## src/rtl/axi4_mgr_sched.sv

```systemverilog
// ---------------------------------------------------------------------------
// axi4_mgr_sched
//
// Round-robin scheduler that shares one non-pipelined AXI4 manager between
// NUM_REQ requesters. One job is outstanding at a time: the granted job is
// forwarded on the manager's req/addr/count interface, the scheduler waits
// for the manager's completion pulse (or a timeout), then returns a one-cycle
// done pulse plus status to the owner.
//
// Ports
//   clk_i, rstn_i    clock, asynchronous active-low reset
//   req_valid_i      per-requester job request, held until req_ready_o
//   req_rd_i         per-requester direction: 1 = read, 0 = write
//   req_addr_i       per-requester start address, slice i
//   req_count_i      per-requester beat count, slice i
//   req_ready_o      one-cycle onehot accept pulse
//   done_o           one-cycle onehot completion pulse
//   err_o            response code of the finished job, valid with done_o
//   timeout_o        high with done_o when the job was aborted by timeout
//   busy_o           high whenever the FSM is not IDLE
//   mgr_req_o        manager request pulse: bit1 read, bit0 write
//   mgr_wr_addr_o    manager write address (0 while a read is in flight)
//   mgr_rd_addr_o    manager read address (0 while a write is in flight)
//   mgr_wr_count_o   manager write beat count
//   mgr_rd_count_o   manager read beat count
//   mgr_done_i       manager completion pulse: bit1 read, bit0 write
//   mgr_err_i        manager response code, sampled with mgr_done_i
//   dbg_state_o      current FSM state (0 IDLE, 1 ISSUE, 2 WAIT, 3 DONE)
//
// Handshake: a requester raises req_valid_i with its rd/addr/count fields and
// keeps them stable until it sees its req_ready_o bit. The fields are captured
// when the grant is decided, so after req_ready_o the requester may drop or
// change anything; it then waits for its done_o bit.
// ---------------------------------------------------------------------------
module axi4_mgr_sched #(
  parameter int NUM_REQ          = 4,
  parameter int AXI_ADDR_WIDTH   = 32,
  parameter int DATA_COUNT_WIDTH = 8,
  parameter int TIMEOUT_CYCLES   = 1024
) (
  input  logic                                   clk_i,
  input  logic                                   rstn_i,
  input  logic [NUM_REQ-1:0]                     req_valid_i,
  input  logic [NUM_REQ-1:0]                     req_rd_i,
  input  logic [NUM_REQ*AXI_ADDR_WIDTH-1:0]      req_addr_i,
  input  logic [NUM_REQ*DATA_COUNT_WIDTH-1:0]    req_count_i,
  output logic [NUM_REQ-1:0]                     req_ready_o,
  output logic [NUM_REQ-1:0]                     done_o,
  output logic [1:0]                             err_o,
  output logic                                   timeout_o,
  output logic                                   busy_o,
  output logic [1:0]                             mgr_req_o,
  output logic [AXI_ADDR_WIDTH-1:0]              mgr_wr_addr_o,
  output logic [AXI_ADDR_WIDTH-1:0]              mgr_rd_addr_o,
  output logic [DATA_COUNT_WIDTH-1:0]            mgr_wr_count_o,
  output logic [DATA_COUNT_WIDTH-1:0]            mgr_rd_count_o,
  input  logic [1:0]                             mgr_done_i,
  input  logic [1:0]                             mgr_err_i,
  output logic [1:0]                             dbg_state_o
);

  localparam int AW  = AXI_ADDR_WIDTH;
  localparam int DCW = DATA_COUNT_WIDTH;
  localparam int IW  = $clog2(NUM_REQ);
  localparam int CW  = $clog2(TIMEOUT_CYCLES);
  localparam logic [CW-1:0]      CNT_LAST = CW'(TIMEOUT_CYCLES - 1);
  localparam logic [NUM_REQ-1:0] ONE      = NUM_REQ'(1);

  typedef enum logic [1:0] {
    ST_IDLE  = 2'd0,
    ST_ISSUE = 2'd1,
    ST_WAIT  = 2'd2,
    ST_DONE  = 2'd3
  } state_t;

  state_t        state;
  logic [IW-1:0] last_grant;
  logic [IW-1:0] grant;
  logic          rd_q;
  logic          count_zero;
  logic [CW-1:0] tmo_cnt;

  // Round-robin pick: scan upward starting one past the last grant so the
  // most recently served requester is considered last.
  logic          pick_found;
  logic [IW-1:0] pick_idx;
  logic [IW-1:0] cand;

  always_comb begin
    pick_found = 1'b0;
    pick_idx   = '0;
    cand       = '0;
    for (int off = 1; off <= NUM_REQ; off++) begin
      cand = IW'((int'(last_grant) + off) % NUM_REQ);
      if (!pick_found && req_valid_i[cand]) begin
        pick_found = 1'b1;
        pick_idx   = cand;
      end
    end
  end

  logic           pick_rd;
  logic [AW-1:0]  pick_addr;
  logic [DCW-1:0] pick_count;

  assign pick_rd    = req_rd_i[pick_idx];
  assign pick_addr  = req_addr_i[int'(pick_idx)*AW +: AW];
  assign pick_count = req_count_i[int'(pick_idx)*DCW +: DCW];

  // Only the completion bit matching the job's direction counts.
  logic mgr_match;
  assign mgr_match = rd_q ? mgr_done_i[1] : mgr_done_i[0];

  assign busy_o      = (state != ST_IDLE);
  assign dbg_state_o = state;

  always_ff @(posedge clk_i or negedge rstn_i) begin
    if (!rstn_i) begin
      state          <= ST_IDLE;
      last_grant     <= IW'(NUM_REQ - 1);
      grant          <= '0;
      rd_q           <= 1'b0;
      count_zero     <= 1'b0;
      tmo_cnt        <= '0;
      req_ready_o    <= '0;
      done_o         <= '0;
      err_o          <= 2'b00;
      timeout_o      <= 1'b0;
      mgr_req_o      <= 2'b00;
      mgr_wr_addr_o  <= '0;
      mgr_rd_addr_o  <= '0;
      mgr_wr_count_o <= '0;
      mgr_rd_count_o <= '0;
    end else begin
      case (state)
        ST_IDLE: begin
          if (pick_found) begin
            grant       <= pick_idx;
            rd_q        <= pick_rd;
            count_zero  <= (pick_count == '0);
            req_ready_o <= ONE << pick_idx;
            // A zero-beat job never reaches the manager.
            if (pick_count != '0) begin
              if (pick_rd) begin
                mgr_req_o      <= 2'b10;
                mgr_rd_addr_o  <= pick_addr;
                mgr_rd_count_o <= pick_count;
              end else begin
                mgr_req_o      <= 2'b01;
                mgr_wr_addr_o  <= pick_addr;
                mgr_wr_count_o <= pick_count;
              end
            end
            state <= ST_ISSUE;
          end
        end

        ST_ISSUE: begin
          req_ready_o <= '0;
          mgr_req_o   <= 2'b00;
          tmo_cnt     <= '0;
          if (count_zero) begin
            done_o    <= ONE << grant;
            err_o     <= 2'b00;
            timeout_o <= 1'b0;
            state     <= ST_DONE;
          end else begin
            state <= ST_WAIT;
          end
        end

        ST_WAIT: begin
          // A real completion wins over a timeout in the same cycle.
          if (mgr_match) begin
            done_o    <= ONE << grant;
            err_o     <= mgr_err_i;
            timeout_o <= 1'b0;
            state     <= ST_DONE;
          end else if (tmo_cnt == CNT_LAST) begin
            done_o    <= ONE << grant;
            err_o     <= 2'b10;
            timeout_o <= 1'b1;
            state     <= ST_DONE;
          end else begin
            tmo_cnt <= tmo_cnt + 1'b1;
          end
        end

        ST_DONE: begin
          done_o         <= '0;
          err_o          <= 2'b00;
          timeout_o      <= 1'b0;
          last_grant     <= grant;
          tmo_cnt        <= '0;
          mgr_wr_addr_o  <= '0;
          mgr_rd_addr_o  <= '0;
          mgr_wr_count_o <= '0;
          mgr_rd_count_o <= '0;
          state          <= ST_IDLE;
        end

        default: state <= ST_IDLE;
      endcase
    end
  end

endmodule
```

## config.mk

```make
export PLATFORM = sky130hd
export DESIGN_NAME = axi4_mgr_sched
export DESIGN_NICKNAME = d
export VERILOG_FILES = /design/src/rtl/axi4_mgr_sched.sv
export SDC_FILE = /design/constraint.sdc
export NUM_CORES = 1
export LEC_CHECK = 0
export ABC_AREA = 1
export CORE_ASPECT_RATIO = 1.2
export CORE_MARGIN = 2
export CORE_UTILIZATION = 46
export CTS_CLUSTER_SIZE = 10
export DETAILED_ROUTE_END_ITERATION = 8
export GPL_TIMING_DRIVEN = 0
export PLACE_DENSITY = 0.84
export SYNTH_ARGS = -nofsm -noshare
export SYNTH_HDL_FRONTEND = slang
export SYNTH_SLANG_ARGS = --single-unit
```

## constraint.sdc

```tcl
create_clock -name clk_i -period 7 [get_ports clk_i]
set_input_delay 1.75 -clock clk_i [delete_from_list [all_inputs] [get_ports clk_i]]
set_output_delay 1.75 -clock clk_i [all_outputs]
set_load 0.03 [all_outputs]
```

# Word-level counts from Yosys, hierarchy flattened
# Index checks and enable logic that the tools add are counted.
dict set report classes {
  reduce_logical 23
  n_addsub 5
  shifts 4
  n_mux 61
  n_eq_ne 12
  magnitude_cmp 5
}
# cell count
set op_table {}
lappend op_table {{$mux W32} 6}
lappend op_table {{$pmux W32 S2} 2}
lappend op_table {{$shiftx A128 B8 Y32} 1}
lappend op_table {{$mux W8} 6}
lappend op_table {{$pmux W8 S2} 2}
lappend op_table {{$shiftx A32 B6 Y8} 1}
lappend op_table {{$mux W2} 13}
lappend op_table {{$mux W10} 2}
lappend op_table {{$pmux W10 S2} 1}
lappend op_table {{$mux W4} 4}
lappend op_table {{$lt A2 B3 Y1 const B} 5}
lappend op_table {{$mux W1} 14}
lappend op_table {{$ne A2 B2 Y1 const B} 7}
lappend op_table {{$pmux W4 S3} 1}
lappend op_table {{$add A10 B1 Y10 const B} 1}
lappend op_table {{$bmux W1 S2} 5}
lappend op_table {{$eq A10 B10 Y1 const B} 1}
lappend op_table {{$reduce_and A3 Y1} 3}
lappend op_table {{$logic_not A8 Y1} 1}
lappend op_table {{$pmux W2 S4} 1}
lappend op_table {{$pmux W4 S2} 1}
lappend op_table {{$reduce_and A4 Y1} 2}
lappend op_table {{$reduce_bool A2 Y1} 4}
lappend op_table {{$reduce_bool A8 Y1} 1}
lappend op_table {{other kinds (15)} 25}
dict set report word_totals {
  regBits 111
  elab_cells 125
  output_inout_bits 96
}

# Logic depth before layout (Yosys ltp)
# Gate-level depths: netlist (run 1).
dict set report depth {
  word_depth 19
  ltp_mapped 24
  mapped_depth_nobuf 21
}

# Worst setup path before layout (run 1)
# No wires, ideal clock.
dict set report synth_path {
  path_type {input -> register}
  from {input req_valid_i[0]}
  to {register mgr_rd_addr_o[10]}
  t_required_ns 6.882
  cell_stages 20
  setup_slack_ns 3.236
  arrival_time_ns 3.647
  setup_time_ns 0.118
  n_path_buf 4
  path_cell_list {inv_1 -> nand2_1 -> nand3_1 -> nand2_2 -> nor2_4 -> nand3_2 -> nand3_2 -> nand2_1 -> buf_4 -> buf_6 -> nand3_1 -> nand2_1 -> nor2_1 -> nand2_1 -> nor2_1 -> nand3_1 -> buf_4 -> buf_2 -> nand4_1 -> nand2_1}
}
dict set report synth_via {
  elab_chain_cells 17
}
# element line
set synth_rtl {}
lappend synth_rtl {{from (decl)} 43} ;# input logic [NUM_REQ-1:0] req_valid_i,
lappend synth_rtl {{$bmux W1 S2} 95} ;# if (!pick_found && req_valid_i[cand]) begin
lappend synth_rtl {{$mux W1 (implied by the code)} 95}
lappend synth_rtl {{$mux W1} 95}
lappend synth_rtl {{$logic_not A1 Y1} 95}
lappend synth_rtl {{$logic_and A1 B1 Y1} 95}
lappend synth_rtl {{$mux W1} 95}
lappend synth_rtl {{$logic_not A1 Y1} 95}
lappend synth_rtl {{$logic_and A1 B1 Y1} 95}
lappend synth_rtl {{$mux W1} 95}
lappend synth_rtl {{$logic_not A1 Y1} 95}
lappend synth_rtl {{$logic_and A1 B1 Y1} 95}
lappend synth_rtl {{$mux W2} 95}
lappend synth_rtl {{$shiftx A128 B8 Y32} 107} ;# assign pick_addr = req_addr_i[int'(pick_idx)*AW +: AW];
lappend synth_rtl {{$mux W32} 144} ;# if (pick_rd) begin
lappend synth_rtl {{$mux W32} 143} ;# if (pick_count != '0) begin
lappend synth_rtl {{$mux W32} 137} ;# if (pick_found) begin
lappend synth_rtl {{$pmux W32 S2} 135} ;# case (state)
lappend synth_rtl {{to (signal assigned)} 146} ;# mgr_rd_addr_o <= pick_addr;
lappend synth_rtl {{to (decl)} 54} ;# output logic [AXI_ADDR_WIDTH-1:0] mgr_rd_addr_o,
# Several ways; a longest one is shown, not always the timed one. The select of a mux whose other input is x is not followed.
# A chain may end at the register's enable or synchronous reset.

# Worst setup path after layout (run 1)
dict set report layout_path {
  from {input req_valid_i[0]}
  to {register mgr_wr_addr_o[27]}
}
dict set report layout_via {
  elab_chain_cells 17
}
# element line
set layout_rtl {}
lappend layout_rtl {{$bmux W1 S2} 95}
lappend layout_rtl {{$mux W1 (implied by the code)} 95}
lappend layout_rtl {{$mux W1} 95}
lappend layout_rtl {{$logic_not A1 Y1} 95}
lappend layout_rtl {{$logic_and A1 B1 Y1} 95}
lappend layout_rtl {{$mux W1} 95}
lappend layout_rtl {{$logic_not A1 Y1} 95}
lappend layout_rtl {{$logic_and A1 B1 Y1} 95}
lappend layout_rtl {{$mux W1} 95}
lappend layout_rtl {{$logic_not A1 Y1} 95}
lappend layout_rtl {{$logic_and A1 B1 Y1} 95}
lappend layout_rtl {{$mux W2} 95}
lappend layout_rtl {{$shiftx A128 B8 Y32} 107}
lappend layout_rtl {{$mux W32} 144}
lappend layout_rtl {{$mux W32} 143}
lappend layout_rtl {{$mux W32} 137}
lappend layout_rtl {{$pmux W32 S2} 135}
lappend layout_rtl {{to (signal assigned)} 150} ;# mgr_wr_addr_o <= pick_addr;
lappend layout_rtl {{to (decl)} 53} ;# output logic [AXI_ADDR_WIDTH-1:0] mgr_wr_addr_o,
# Several ways; a longest one is shown, not always the timed one. The select of a mux whose other input is x is not followed.

==> parameters.txt, run 1 <==
Parameter                              Value

GRT
  Overflow left after global routing    0
  Pin count of the biggest net entering global routing    60
  Vias in the first global route    6493
  GRT Util Overall    30.0%
  First-pass GRT wire length    33.0 mm
  Number of antenna violations at the first check in global routing    0

Logic synthesis
  YS warnings    0
  Biggest area consumer among synthesized cells    sky130_fd_sc_hd__dfrtp_1
  Post-synthesis instance area    6160 um2
  Async set or reset register ratio after synthesis    100%
  Most area-consuming cells after synthesis    sky130_fd_sc_hd__dfrtp_1 (44%), sky130_fd_sc_hd__nand2_1 (16%), sky130_fd_sc_hd__nand4_1 (8.7%)
  Unique masters post-synth    33
  Net count after synthesis    972
  Ranking of synthesized cells by instance count    sky130_fd_sc_hd__nand2_1 (262), sky130_fd_sc_hd__dfrtp_1 (109), sky130_fd_sc_hd__nand4_1 (86)
  Share of Yosys cell area claimed by the top area cell type    44.3%
  Number of register bits inferred by synthesis    111
  Top_reg_cell synth    sky130_fd_sc_hd__dfrtp_1
  Most common cell in the synthesized netlist    sky130_fd_sc_hd__nand2_1
  Post-Syn Instances    792
  Sequential-to-total area share from yosys stat    45.1%
  Mapped Avg Cell Area    7.78 um2
  EDFF count, synth    0

STA
  Max_slew headroom    48.3%
  Final clock skew    0.00841 ns
  Final worst slack    2.31 ns
  Max-slew violation total from the final report    0
  Post-route clock period utilization    66.9%
  Maximum achievable frequency    0.213 GHz
  Setup repair after global routing missed its margin    false
  Final setup violation count    0
  Hold Violations, Final    0
  Minimum clock period after layout    4.69 ns
  Transition time at the pin with the least slew margin    0.776 ns

Setup path
  Critical Path Start Type    input port
  Kind of cell with the highest combined delay on the critical path    buffers and inverters
  Critical path's largest stage delay    0.47 ns
  Worst-path cell with the longest stage delay    sky130_fd_sc_hd__clkdlybuf4s50_1
  Maximum fanout encountered on the critical timing path    10
  CP Class    input port to register
  Most numerous cell on the critical path    sky130_fd_sc_hd__nand2_1
  Buffering stage count on the worst path with inverters included    5
  Data arrival at the endpoint of the critical path    4.97 ns
  Data required time of the worst path    7.28 ns
  Kind of capture point of the worst setup path    register
  Ordered cell list for the critical path    clkdlybuf4s50_1 -> inv_1 -> o21ai_0 -> nand2_1 -> nand2_1 -> nand3_2 -> nand3_1 -> nand2_1 -> inv_2 -> nand2_1 -> inv_1 -> clkbuf_1 -> a22oi_1 -> a21oi_1 -> nand4_1 -> nand2_1

Clocking
  Buffer levels on the longest clock path    2
  Clock Tree Root    sky130_fd_sc_hd__clkbuf_16
  Number of buffers created by CTS    9
  Clock tree sinks    111
  Clock transition at the register clock pins on the worst setup and hold paths after CTS    0.07 ns
  Resize count post-CTS    0
  H-tree depth reported by CTS    3
  Hold-fix buffer count after cts    0
  Post-CTS Setup Inserts    0
  TritonCTS clock tree    built
  Clk_lat worst skew    0.35 ns

Route
  DRC Markers    0
  First-iteration detailed-routing DRC count    495
  Count of TritonRoute iterations in the first routing pass    5
  Via count of the routed design    6925
  Routed WL per cell    17.9 um
  Vias per Instance    5.56
  DRT Wirelength    22.3 mm
  Routed Antenna Nets    0

Finish
  Number of nets in the finished design    1253
  Antenna Diode Count    0
  Share of layout cells above drive strength 1    6.22%
  Layout-stage area growth over the synthesis result    52.3%
  Non-filler instance count after layout    1246

Floorplanning
  Core area    13200 um2
  Die Span Y    131 um
  I/O pin count    270
  Horizontal die dimension    110 um
  Effective utilization at floorplan    46.8%
  Number of rows in the core area    46
  Die footprint    14300 um2

Power and ir drop
  IR drop worst, VDD    280 uV
  P per Cell Area    592 nW/um2
  Leakage power total    4.32 nW

Worst hold path
  Hold Crit Class    register to register

Placement
  Count of port buffers added during placement    269
  Final HPWL DP    16.9 mm
  Routability congestion estimate    0.909
  Placed cell count    1230
  Minimum setup slack after placement    1.99 ns

Outcome
  Status    finished, final reports clean

Run
  Max-Cap Viols    0
-- final cells by class --
cell class              instances  area, um2
repair buffers                270       2720
clock inverters                 7       72.6
fillers                      1075       3790
multi-input cells             577       2920
plain buffers                  58        294
clock buffers                   9        225
well taps                     168        210
flip-flops and latches        111       2780
inverters                      46        173
-- through the flow --
stage          util [%]  setup TNS [ns]  power, mW  area (um2)  hold slack (ns)
2_1_floorplan         -               0       3.65        6160            0.469
3_5_place_dp       69.0               0       5.01        9090            0.457
3_3_place_gp       68.8           -5.99       4.94        9060            0.453
6_report           71.2               0       5.56        9390            0.473
4_1_cts            71.2               0       5.56        9390            0.476
5_1_grt            71.2               0       5.96        9390            0.496
-- worst register-to-register path, stage by stage, from the launching register on --
cell and delay (ns):
sky130_fd_sc_hd__dfstp_2 0.54, sky130_fd_sc_hd__buf_4 0.17, sky130_fd_sc_hd__nand2_1 0.06, sky130_fd_sc_hd__nand2_1 0.08, sky130_fd_sc_hd__inv_1 0.05, sky130_fd_sc_hd__nand2_1 0.05
sky130_fd_sc_hd__nand2_1 0.10, sky130_fd_sc_hd__o21ai_1 0.17, sky130_fd_sc_hd__nand3_2 0.15, sky130_fd_sc_hd__nand2_1 0.12, sky130_fd_sc_hd__buf_4 0.18, sky130_fd_sc_hd__nand2_1 0.14
sky130_fd_sc_hd__inv_1 0.36, sky130_fd_sc_hd__clkbuf_1 0.46, sky130_fd_sc_hd__a22oi_1 0.16, sky130_fd_sc_hd__a21oi_1 0.30, sky130_fd_sc_hd__nand4_1 0.19, sky130_fd_sc_hd__nand2_1 0.11
-- where the power goes --
| group | internal [mW] | switching (mW) | total (mW) |
|---|---|---|---|
| logic | 1.40 | 2.56 | 3.96 |
| registers | 0.928 | 0.158 | 1.09 |
| clock network | 0.279 | 0.241 | 0.520 |
| total | 2.61 | 2.96 | 5.56 |
-- worst paths after layout --
path                              startpoint                 to  slack, ns  depth (start not counted)
hold reg to reg            mgr_rd_count_o[3]  mgr_rd_count_o[3]       0.47                          2
max in group asynchronous             rstn_i      last_grant[1]       4.75                          2
min in group asynchronous             rstn_i  mgr_wr_addr_o[12]       1.46                          1
hold / removal             mgr_rd_count_o[3]  mgr_rd_count_o[3]       0.47                          2
setup / recovery              req_valid_i[0]  mgr_wr_addr_o[27]       2.31                         16
setup reg to reg               last_grant[0]  mgr_wr_addr_o[27]       3.54                         17
-- sequential cells by signal, summed over array words and instances, names as in the netlist, 4 cells and up --
register,cells
mgr_rd_addr_o,32
mgr_wr_count_o,8
mgr_rd_count_o,8
req_ready_o,4
done_o,4
mgr_wr_addr_o,32
tmo_cnt,10
-- cell usage in the layout, fill, tap and decap left out, types with 3 or more instances in the layout --
cell and n:
sky130_fd_sc_hd__clkdlybuf4s50_1 268, sky130_fd_sc_hd__nand2_1 262, sky130_fd_sc_hd__dfrtp_1 109, sky130_fd_sc_hd__nand4_1 86, sky130_fd_sc_hd__a22oi_1 64, sky130_fd_sc_hd__a21oi_1 40, sky130_fd_sc_hd__inv_1 39, sky130_fd_sc_hd__nor2_1 38
sky130_fd_sc_hd__nand3_1 27, sky130_fd_sc_hd__clkbuf_1 23, sky130_fd_sc_hd__buf_2 22, sky130_fd_sc_hd__o21ai_0 19, sky130_fd_sc_hd__clkbuf_16 9, sky130_fd_sc_hd__inv_2 7, sky130_fd_sc_hd__o22ai_1 6, sky130_fd_sc_hd__ha_1 6
sky130_fd_sc_hd__buf_6 5, sky130_fd_sc_hd__buf_1 5, sky130_fd_sc_hd__buf_4 4, sky130_fd_sc_hd__o41ai_1 4, sky130_fd_sc_hd__nor3_1 4, sky130_fd_sc_hd__nand3_2 3, sky130_fd_sc_hd__nand2_2 3, sky130_fd_sc_hd__nand3b_1 3
-- per-layer routing --
| layer | vias up | part of all wire, % | track usage, % |
|---|---|---|---|
| li1 | 3293 | - | - |
| met1 | 3295 | 39 | 35.8 |
| met2 | 293 | 51 | 53.9 |
| met3 | 44 | 7.4 | 5.61 |
| met4 | 0 | 2.5 | 10.4 |
| met5 | - | 0 | 0 |
-- cells by family (layout without fill, tap and decap cells) --
logic type	after synthesis	after routing	share of synthesized area (%)
buffers and inverters	104	390	7.57
AO/OA/AOI/OAI	136	136	14.1
flip-flops	111	111	45.1
adder cells (fa/ha/maj)	6	6	1.22
AND/OR/NAND/NOR	433	433	31.7
XOR/XNOR	2	2	0.284
Note: power is estimated with default switching activity, not from simulation.
==> run 2: changes to the inputs <==
--- a/config.mk
+++ b/config.mk
@@ -8,11 +8,11 @@
 export ABC_AREA = 1
 export CORE_ASPECT_RATIO = 1.2
 export CORE_MARGIN = 2
-export CORE_UTILIZATION = 46
+export CORE_UTILIZATION = 43
 export CTS_CLUSTER_SIZE = 10
 export DETAILED_ROUTE_END_ITERATION = 8
 export GPL_TIMING_DRIVEN = 0
-export PLACE_DENSITY = 0.84
+export PLACE_DENSITY = 0.79
 export SYNTH_ARGS = -nofsm -noshare
 export SYNTH_HDL_FRONTEND = slang
 export SYNTH_SLANG_ARGS = --single-unit
==> constraint.sdc (replaced) <==
create_clock -name clk_i -period 4.4 [get_ports clk_i]
set_input_delay 1.1 -clock clk_i [delete_from_list [all_inputs] [get_ports clk_i]]
set_output_delay 1.1 -clock clk_i [all_outputs]
set_load 0.03 [all_outputs]
==> run 2 against run 1 <==
Net effect: register-to-register slack lost 2.5 ns; global-route usage down 1.8 points; sequential power increased by 58%; non-clock buffer count stayed put; highest routed layer unchanged; sequential cell count unchanged; clock skew decreased by 0.0011 ns.
==> parameters.txt, run 2 (synthesized netlist as in run 1, its figures left out) <==
Parameter                              Value

Floorplanning
  Core area    13900 um2
  I/O pin count    270
  Number of rows in the core area    47
  Horizontal die dimension    113 um
  Die footprint    15300 um2
  Effective utilization at floorplan    44.4%
  Die Span Y    135 um

STA
  Setup repair after global routing missed its margin    false
  Transition time at the pin with the least slew margin    0.743 ns
  Post-route clock period utilization    90.0%
  Final clock skew    0.00729 ns
  Hold Violations, Final    0
  Final setup violation count    0
  Minimum clock period after layout    3.96 ns
  Max-slew violation total from the final report    0
  Max_slew headroom    50.5%
  Worst hold margin    0.472 ns
  Maximum achievable frequency    0.252 GHz

Finish
  Leading cell types in the layout, fill and taps excluded    sky130_fd_sc_hd__clkdlybuf4s50_1 (268), sky130_fd_sc_hd__nand2_1 (262), sky130_fd_sc_hd__dfrtp_1 (109)
  Largest registers    mgr_rd_addr_o (32), mgr_wr_addr_o (32), tmo_cnt (10)
  Layout-stage area growth over the synthesis result    52.6%
  Number of nets in the finished design    1253
  Share of layout cells above drive strength 1    5.95%
  Multi-input gate area in the final layout    2920 um2
  Most frequent standard cell in the layout excluding fill and tap cells    sky130_fd_sc_hd__clkdlybuf4s50_1
  Area occupied by registers    2780 um2
  Count of filler cells inserted in the layout    1162
  Antenna Diode Count    0

Clocking
  Buffer levels on the longest clock path    2
  Number of buffers created by CTS    9
  TritonCTS clock tree    built
  Post-CTS Setup Inserts    0
  Clock transition at the register clock pins on the worst setup and hold paths after CTS    0.07 ns
  Clk_lat worst skew    0.35 ns
  Clock Tree Root    sky130_fd_sc_hd__clkbuf_16
  H-tree depth reported by CTS    3
  Hold-fix buffer count after cts    0
  Clock tree sinks    111
  Resize count post-CTS    0

Route
  DRT Wirelength    21.8 mm
  Routed WL per cell    17.5 um
  Via count of the routed design    6809
  Routed Antenna Nets    0
  Count of TritonRoute iterations in the first routing pass    5
  DRC Markers    0
  First-iteration detailed-routing DRC count    452
  Vias per Instance    5.46

Setup path
  Data arrival at the endpoint of the critical path    4.25 ns
  Most numerous cell on the critical path    sky130_fd_sc_hd__nand2_1
  Worst-path cell with the longest stage delay    sky130_fd_sc_hd__nor2_2
  Crit. Startpoint    req_valid_i[0]
  Kind of capture point of the worst setup path    register
  Ordered cell list for the critical path    clkdlybuf4s50_1 -> inv_1 -> o21ai_0 -> nand2_1 -> nand2_1 -> nand3_2 -> nand3_2 -> nand2_1 -> buf_4 -> nor2_2 -> clkbuf_1 -> a22oi_1 -> a21oi_1 -> nand4_1 -> nand2_1
  Crit Reg-Reg Endpoint    mgr_wr_addr_o[10]
  CP Class    input port to register
  Cell depth of the worst flop-to-flop path    17
  RR Startpoint    last_grant[0]
  Critical path's largest stage delay    0.51 ns
  Internal reg-to-reg setup slack    1.03 ns
  Data required time of the worst path    4.69 ns
  Maximum fanout encountered on the critical timing path    10
  Critical Path Start Type    input port

GRT
  Busiest layer in global routing    met2
  Vias in the first global route    6514
  First-pass GRT wire length    34.0 mm
  Number of antenna violations at the first check in global routing    0
  Pin count of the biggest net entering global routing    57
  GRT Util Overall    28.2%
  Overflow left after global routing    0
  Global-route track usage on met1    34.5%
  Global-route track usage on met2    49.9%
  Global Route met3 Usage    5.32%

Power and ir drop
  P per Cell Area    939 nW/um2
  Leakage power total    4.33 nW
  IR drop worst, VDD    455 uV
  Tot Pwr    8.83 mW

Placement
  Final HPWL DP    16.9 mm
  Count of port buffers added during placement    269
  Routability congestion estimate    0.895

Worst hold path
  Hold Crit Class    register to register
  Hold depth    2
  Startpoint of the tightest hold check path    mgr_rd_addr_o[19]
  Min-Delay Endpoint    mgr_rd_addr_o[19]

Run
  Max-Cap Viols    0

Outcome
  Status    finished, final reports clean
run 2: stage by stage:
| step | setup slack, ns | instances | util (%) | setup TNS (ns) | cell area (um2) |
|---|---|---|---|---|---|
| floorplan | 1.29 | 792 | - | 0 | 6160 |
| global placement | -2.05 | 1232 | 65.3 | -224.35 | 9070 |
| detailed placement | 0.102 | 1233 | 65.5 | 0 | 9090 |
| CTS | 0.450 | 1247 | 67.8 | 0 | 9410 |
| global route | 0.162 | 1247 | 67.8 | 0 | 9410 |
| finish | 0.438 | 1247 | 67.8 | 0 | 9410 |
run 2: per-layer routing:
| metal | vias up | part of all wire, % | wire, um |
|---|---|---|---|
| met2 | 278 | 51 | 11100 |
| met1 | 3189 | 40 | 8690 |
| li1 | 3303 | - | - |
| met5 | - | 0 | 0 |
| met3 | 39 | 6.9 | 1520 |
| met4 | 0 | 2.7 | 579 |
run 2: how the worst max path moves through the flow:
| stage | to | slack (ns) |
|---|---|---|
| 2_1_floorplan | mgr_rd_addr_o[10] | 1.29 |
| 3_3_place_gp | done_o[0] | -2.05 |
| 3_5_place_dp | mgr_wr_addr_o[31] | 0.10 |
| 4_1_cts | mgr_rd_addr_o[8] | 0.45 |
| 5_1_grt | mgr_rd_addr_o[7] | 0.16 |
| 6_report | mgr_wr_addr_o[10] | 0.44 |
run 2: area by class of cell:
class,instances,share of cell area [%]
multi-input cells,577,31.0
flip-flops and latches,111,29.6
well taps,171,2.27
plain buffers,58,3.13
clock inverters,3,0.732
inverters,46,1.84
clock buffers,11,2.58
repair buffers,270,28.9
run 2: worst max-delay path, delay by kind of cell:
kind | cells | cell delay, ns
and+or+nand+nor | 8 | 1.27
AOI/OAI and AO/OA | 3 | 0.72
buffers and inverters | 4 | 1.17
run 2: where the power goes:
part           internal, mW  leakage, nW  switching (mW)  total, mW
sequential             1.48         1.43           0.247       1.72
combinational          2.23         2.75            4.01       6.23
clock                 0.510        0.152           0.363      0.873
total                  4.21         4.33            4.62       8.83
==> run 3: changes to the inputs <==
--- a/config.mk
+++ b/config.mk
@@ -8,11 +8,11 @@
 export ABC_AREA = 1
 export CORE_ASPECT_RATIO = 1.2
 export CORE_MARGIN = 2
-export CORE_UTILIZATION = 43
+export CORE_UTILIZATION = 39
 export CTS_CLUSTER_SIZE = 10
 export DETAILED_ROUTE_END_ITERATION = 8
 export GPL_TIMING_DRIVEN = 0
-export PLACE_DENSITY = 0.79
+export PLACE_DENSITY = 0.75
 export SYNTH_ARGS = -nofsm -noshare
 export SYNTH_HDL_FRONTEND = slang
 export SYNTH_SLANG_ARGS = --single-unit
==> constraint.sdc (replaced) <==
create_clock -name clk_i -period 3.5 [get_ports clk_i]
set_input_delay 0.35 -clock clk_i [delete_from_list [all_inputs] [get_ports clk_i]]
set_output_delay 0.35 -clock clk_i [all_outputs]
set_load 0.03 [all_outputs]
==> run 3 against run 2 <==
Net effect: global-route usage fell by 2.1 points; sequential power rose by 26%; the flow now finishes with violations (negative hold slack); critical endpoint is now mgr_wr_addr_o[11]; register-to-register slack got worse by 0.80 ns; worst setup slack got worse by 0.21 ns; final cell count rose by 3.3%; die area rose by 9.9%; clock power rose by 16%; power rose by 27%.
==> parameters.txt, run 3 (synthesized netlist as in run 1, its figures left out) <==
Parameter                              Value

Setup path
  Critical path's largest stage delay    0.53 ns
  Kind of cell with the highest combined delay on the critical path    buffers and inverters
  Data required time of the worst path    3.80 ns
  Critical Path Start Type    register
  Data arrival at the endpoint of the critical path    3.57 ns
  Ordered cell list for the critical path    buf_4 -> nand2_1 -> nand2_1 -> inv_1 -> nand2_1 -> nand2_1 -> o21ai_1 -> nand3_2 -> nand2_1 -> buf_4 -> nand2_2 -> inv_2 -> clkbuf_1 -> a22oi_1 -> a21oi_1 -> nand4_1 -> nand2_1
  Buffering stage count on the worst path with inverters included    5
  Worst-path cell with the longest stage delay    sky130_fd_sc_hd__dfstp_2
  Kind of capture point of the worst setup path    register
  CP Class    register to register
  Most numerous cell on the critical path    sky130_fd_sc_hd__nand2_1
  Maximum fanout encountered on the critical timing path    10

Route
  DRT Wirelength    22.5 mm
  Count of TritonRoute iterations in the first routing pass    5
  DRC Markers    0
  Routed WL per cell    17.5 um
  Vias per Instance    5.25
  First-iteration detailed-routing DRC count    390
  Via count of the routed design    6758
  Routed Antenna Nets    0

Power and ir drop
  IR drop worst, VDD    586 uV
  P per Cell Area    1180 nW/um2
  Leakage power total    4.36 nW
  Tot Pwr    11.2 mW

Placement
  Routability congestion estimate    0.837
  Final HPWL DP    17.3 mm
  Count of port buffers added during placement    269
  Instance area at placement    9140 um2

Clocking
  TritonCTS clock tree    built
  Clock tree sinks    111
  Number of buffers created by CTS    9
  Hold-fix buffer count after cts    0
  Buffer levels on the longest clock path    2
  Clock Tree Root    sky130_fd_sc_hd__clkbuf_16
  Clock transition at the register clock pins on the worst setup and hold paths after CTS    0.08 ns
  H-tree depth reported by CTS    3
  Clk_lat worst skew    0.36 ns

Outcome
  Failing checks    negative hold slack
  Status    complete, but fails checks

Run
  Max-Cap Viols    0

Finish
  Layout-stage area growth over the synthesis result    54.1%
  Core Util, Final    61.2%
  Leading cell types in the layout, fill and taps excluded    sky130_fd_sc_hd__clkdlybuf4s50_1 (268), sky130_fd_sc_hd__nand2_1 (261), sky130_fd_sc_hd__dfrtp_1 (109)
  Largest registers    mgr_rd_addr_o (32), mgr_wr_addr_o (32), tmo_cnt (10)
  Share of layout cells above drive strength 1    7.41%
  Number of nets in the finished design    1255
  Most frequent standard cell in the layout excluding fill and tap cells    sky130_fd_sc_hd__clkdlybuf4s50_1
  Antenna Diode Count    0
  Final cell area excluding filler cells    9490 um2

GRT
  Vias in the first global route    6481
  First-pass GRT wire length    34.7 mm
  GRT Util Overall    26.1%
  Number of antenna violations at the first check in global routing    0
  Overflow left after global routing    0
  Pin count of the biggest net entering global routing    70

STA
  Max-slew violation total from the final report    0
  Total negative slack    0 ns
  Post-route clock period utilization    93.4%
  Minimum clock period after layout    3.27 ns
  Final setup violation count    0
  Final clock skew    0.00608 ns
  Worst hold margin    -0.0212 ns
  Maximum achievable frequency    0.306 GHz
  Transition time at the pin with the least slew margin    0.608 ns
  Max_slew headroom    59.4%
  Hold Violations, Final    17

Worst hold path
  Hold Crit Class    input port to asynchronous set/reset pin

Floorplanning
  Die Span Y    142 um
  Effective utilization at floorplan    39.7%
  Horizontal die dimension    119 um
  Die footprint    16800 um2
  Core area    15500 um2
  Number of rows in the core area    50
  I/O pin count    270
==> run 3: cell count changes in the layout (fill, tap and decap cells not counted), sizes merged <==
cell      change
clkinvlp      +2
bufinv        -2
clkbuf        +6
buf           -3
inv           +1
==> run 3: layout make-up <==
| type | count | area [um2] |
|---|---|---|
| clock buffers | 12 | 256 |
| well taps | 208 | 260 |
| multi-input cells | 577 | 2940 |
| plain buffers | 58 | 323 |
| fillers | 1411 | 6020 |
| inverters | 46 | 173 |
| flip-flops and latches | 111 | 2780 |
| repair buffers | 272 | 2730 |
| clock inverters | 4 | 28.8 |
==> run 3: metal layers <==
metal,vias to the layer above,GRT usage (%),share of wire [%]
met5,-,0,0
li1,3297,-,-
met4,0,11.3,3.2
met3,40,5.59,6.6
met1,3171,31.4,40
met2,250,45.2,50
==> run 3: final timing paths <==
check                                     to  cells past startpoint               from  slack, ns
min reg2reg                mgr_rd_addr_o[29]                      2  mgr_rd_addr_o[29]       0.47
max reg2reg                mgr_wr_addr_o[11]                     17      last_grant[0]       0.23
max                        mgr_wr_addr_o[11]                     17      last_grant[0]       0.23
max in group asynchronous      last_grant[0]                      2             rstn_i       2.74
min                        mgr_wr_addr_o[13]                      1             rstn_i      -0.02
min in group clk_i         mgr_rd_addr_o[29]                      2  mgr_rd_addr_o[29]       0.47
==> run 3: per-stage QoR <==
| stage | setup WS, ns | instances | hold slack [ns] |
|---|---|---|---|
| floorplan | 0.856 | 792 | 0.0544 |
| global placement | -2.26 | 1269 | 0.453 |
| detailed placement | -0.343 | 1270 | 0.379 |
| CTS | 0.0480 | 1286 | 0.000142 |
| global route | -0.00387 | 1288 | 0.0301 |
| finish | 0.232 | 1288 | -0.0212 |
==> run 3: repair_timing <==
item,CTS,global route
gates cloned,0,0
buffers inserted,0,2
resized for setup,1,27
pin swaps,0,1
endpoints found under the setup margin,33,82
==> run 3: report_power, final <==
group	internal, mW	switching [mW]	leakage, nW
sequential	1.86	0.304	1.43
clock	0.525	0.484	0.135
combinational	2.90	5.15	2.79
